--- src/rtl/sat_counter.sv ---
// Up-counter with synchronous clear that sticks at all-ones instead of wrapping.
module sat_counter #(
  parameter int W = 16
) (
  input  logic         clk,
  input  logic         rst_n,
  input  logic         clr,
  input  logic         inc,
  output logic [W-1:0] q
);

  // Clear wins over increment; increment is suppressed once at all-ones.
  always_ff @(posedge clk or negedge rst_n) begin
    // NOTE: state registers use non-blocking assignments so every flop samples
    // pre-edge values; blocking here would create order-dependent simulation.
    if (!rst_n) begin
      q <= '0;
    end else if (clr) begin
      q <= '0;
    end else if (inc && (q != '1)) begin
      q <= q + W'(1);
    end
  end

endmodule

--- config.mk ---
export PLATFORM = sky130hd
export DESIGN_NAME = sat_counter
export DESIGN_NICKNAME = d
export VERILOG_FILES = /design/src/rtl/sat_counter.sv
export SDC_FILE = /design/constraint.sdc
export NUM_CORES = 1
export LEC_CHECK = 0
export CAP_MARGIN = 20
export CORE_MARGIN = 1
export CORE_UTILIZATION = 53
export DETAILED_ROUTE_END_ITERATION = 6
export PLACE_DENSITY = 0.85
export SYNTH_ARGS = -nofsm -noshare
export SYNTH_HDL_FRONTEND = slang
export SYNTH_SLANG_ARGS = --single-unit
--- constraint.sdc ---
create_clock -name clk -period 2.65 [get_ports clk]
set_input_delay 0.53 -clock clk [delete_from_list [all_inputs] [get_ports clk]]
set_output_delay 0.53 -clock clk [all_outputs]
set_load 0.02 [all_outputs]
* Word-level counts from Yosys, hierarchy flattened
Cells that the tools add are included.
** Storage, ports and cells
- Output and inout bits :: 16
- Register bits after elaboration :: 16
** Cells by class
- Mux-type cells :: 2
- $add $sub $neg :: 1
- Eq/ne operators :: 1
- Reduce and logical (&&, ||, !) cells :: 2
** Operators by type and width (number)
- $mux W16 :: 2
- $add A16 B1 Y16 const B :: 1
- $ne A16 B16 Y1 const B :: 1
- $reduce_bool A2 Y1 :: 1
- $logic_and A1 B1 Y1 :: 1

* Depth between registers and ports, before layout
- Word-level depth :: 4
- Gate-level depth with buffers :: 6
- Gate-level depth less buffers :: 5

* Worst setup path after synthesis
No wires, ideal clock.
- Path kind :: reg-to-reg
- Start point :: register q[0]
- End point :: register q[15]
- Arrival :: 1.756 ns
- Stages on the path, launching flop included :: 6
- Data required time :: 2.522 ns
- Setup time :: 0.128 ns
- Clock period less this slack :: 1.883 ns
- Path buffers :: 0
- Setup slack :: 0.767 ns
- Cells stage by stage :: dfrtp_1 -> ha_1 -> nand4_2 -> nor4_4 -> nor4_1 -> mux2_1
** On the way
- Longest elaborated chain between the ends :: 3
- Elaborated cells between the ends (all ways) :: 6
** RTL lines
- from (decl) :: line 9 : output logic [W-1:0] q
- from (signal assigned) :: line 21 : q <= q + W'(1);
- $add A16 B1 Y16 / $ne A16 B16 Y1 (equally long branches) :: line 21, 20
- $mux W16 / $logic_and A1 B1 Y1 (equally long branches) :: line 20 : end else if (inc && (q != '1)) begin
- $mux W16 / $reduce_bool A2 Y1 (equally long branches)
Several ways; a longest one is shown, not always the timed one. The select of a mux whose other input is x is not followed.
A chain may end at the register's enable or synchronous reset.

* Worst setup path in the final report
- Start point :: register q[7]
- End point :: output q[7]
No word-level cell between the ends.

==> out/metrics.yaml <==
cts-buffers-inserted: 3
grt_use_met2: 0.394
yosys.area_share.simple: 0.312
portBuffers: 19
dieArea_um2: 1950
grt_max_degree: 23
hold_path.class: "reg -> reg"
met1_usage: 0.329
die_h_um: 44.2
reg2reg_to: "q[3]$_DFFE_PN0P_"
drcViolationCount: 1
tns_ps: 0
power_density_nw_per_um2: 386
reg2regPathDepth: 6
drt_iter0_drc: 22
yosys.cell_types.count: 28
p_int_mw: 0.342
worstSkewPairLatency_ps: 300
drive_gt1_frac: 0.120
period_share: 0.745
cts-root-buf: "clkbuf_4"
wire_per_inst_um: 16.0
synth_top_area_frac: 0.425
combPwrFrac: 0.071
seqPwrFrac: 0.552
grt_pass1_vias: 804
antenna_cells: 0
synth_area_per_cell_um2: 9.61
synthCells: 98
max_stage_delay_ps: 650
critical_path_class: "reg -> out"
crit_slowest_cell: "clkdlybuf4s50_1"
yosys.area.top_type: "dfrtp_1"
totalWireLength_um: 2130
track_usage: 0.246
post_cts_resized: 0
slew_headroom: 0.500
largest_register: "q"
viasPerCell: 6.93
cp-end-kind: "output port"
violations: "design-rule violations"
vias: 922
cts_tree: "done"
hold_violations: 0
crit_required_ps: 2120
rsz0062_at_grt: "false"
cts_htree_levels: 1
synth_edf_count: 0
maxCapViolCount: 0
slew_violations: 0
critical-path-top-delay-family: "buffers and inverters"
worst_pin_slew_ps: 748
cp_cell_sequence: "clkdlybuf4s50_1"
largest_register_ffs: 16
crit_path_start: "q[7]$_DFFE_PN0P_"
synthFlopType: "dfrtp_1"
cp_num_cells: 1
setup_viol: 0
final_nets: 123
io_pins: 20
status: "finished with violations"
synth_top_family_by_area: "simple AND/OR/NAND/NOR gates"
synthAdderAreaFrac: 0.0133
cp_max_fo: 8
synthXorXnorAreaFrac: 0
synth_seq_area_share: 0.425
fmax_mhz: 507
period_needed_ps: 1970
crit_arrival_ps: 1440
place_congestion: 0.870
hp-start: "q[14]$_DFFE_PN0P_"
r2r_start: "q[0]$_DFFE_PN0P_"
synth.most_common_cell: "dfrtp_1"
hpwl_um: 1460
clkTransAtPathRegs_ps: 100
busiest_layer: "met2"
swShare: 0.243
dr.pass1.iters: 6
fin_skew_ps: 2.62
synth-compound-area-share: 0.162
ctsHoldBuffers: 0
ys_seq_elements: 16
area_delta_synth_final_pct: 24.2
initial_core_util: 0.598
synth.net_count: 103
synth_area_um2: 942
cp_num_buf_inv: 1
startpoint_type: "flip-flop"
ir_drop_mv: 0.295
rrSetupSlack_ps: 700
synthMuxAreaShare: 0.0478
yosysWarnings: 0
antenna_left: 0
overflow: 0
synth_top_cells_by_count: "16 x dfrtp_1, 11 x a21oi_1, 7 x o31ai_1"
core.rowCount: 14
grtUsageMet3: 0.0367
clkSinkCount: 16
top_regs: "q (16)"
yosys-top-cells-area: "dfrtp_1 42%, a21oi_1 5.8%, o31ai_1 5.6%"
grt_pass1_wl_um: 3530
cts_buffer_depth: 2
cts_setup_buffers: 0
grt_antenna_before_repair: 0
power.leakage_nw: 0.464
fin_util: 0.742
cp-endpoint: "q[7]"
die_x_um: 44.2
core_um2: 1580
ys_async_sr_fraction: 1.00
p_clk_frac: 0.376
p_sw_mw: 0.110
## cells by family after synthesis
group                      count (synthesis)
and+or+nand+nor                           45
AOI/OAI and AO/OA                         24
DFF                                       16
buffers and inverters                      8
muxes                                      4
adders and majority gates                  1
## routing by layer
metal,vias to the layer above,routed length (um)
li1,418,-
met1,453,898
met5,-,0
met2,45,1040
met3,6,147
met4,0,42
## worst min path at each step
stage | depth (start not counted) | endpoint | slack, ps
2_1_floorplan | 0 | q[0]$_DFFE_PN0P_ | 230
3_3_place_gp | 2 | q[14]$_DFFE_PN0P_ | 580
3_5_place_dp | 2 | q[14]$_DFFE_PN0P_ | 590
4_1_cts | 2 | q[14]$_DFFE_PN0P_ | 610
5_1_grt | 2 | q[14]$_DFFE_PN0P_ | 650
6_report | 2 | q[14]$_DFFE_PN0P_ | 620
## cell usage in the layout, fill, tap and decap left out
cell type / instances
and4_2: 2
nor2_1: 4
clkbuf_4: 3
nand3_1: 3
and3_1: 2
a21oi_1: 11
a211oi_2: 1
ha_1: 1
inv_1: 3
clkbuf_8: 1
nor4_1: 4
buf_4: 1
nor4_4: 1
dfrtp_1: 16
o21ai_0: 1
nor2b_1: 4
o211ai_2: 1
nand3b_1: 1
or4_1: 5
or3_1: 2
nand4_2: 1
nor3_1: 1
nand2_1: 6
or3_2: 1
o31ai_1: 7
mux2_1: 4
o21ai_1: 3
clkdlybuf4s50_1: 19
or4_2: 2
nand4_1: 6
## through the flow
stage          hold slack [ps]  power (mW)  instance area [um2]  setup slack (ps)  instances
4_1_cts                    605       0.456                 1170               671        133
5_1_grt                    649       0.466                 1170               591        133
6_report                   623       0.451                 1170               676        133
2_1_floorplan              234       0.270                  942               767         98
3_5_place_dp               590       0.287                 1130               360        129
3_3_place_gp               576       0.286                 1130               429        129
## layout make-up
| class | count | area [um2] |
|---|---|---|
| clock buffer | 4 | 36.3 |
| fill | 112 | 407 |
| inverter | 3 | 11.3 |
| multi-input combinational | 74 | 504 |
| sequential | 16 | 400 |
| tap | 16 | 20.0 |
| timing repair buffer | 20 | 198 |
## power by group through the flow
stage               sequential, mW  combinational (mW)  clock (mW)
detailed placement           0.254              0.0331           0
floorplan                    0.256              0.0138           0
global placement             0.254              0.0324           0
global route                 0.250              0.0365       0.180
finish                       0.249              0.0322       0.170
CTS                          0.249              0.0330       0.173
No activity file was read; power rests on OpenSTA's default activity.
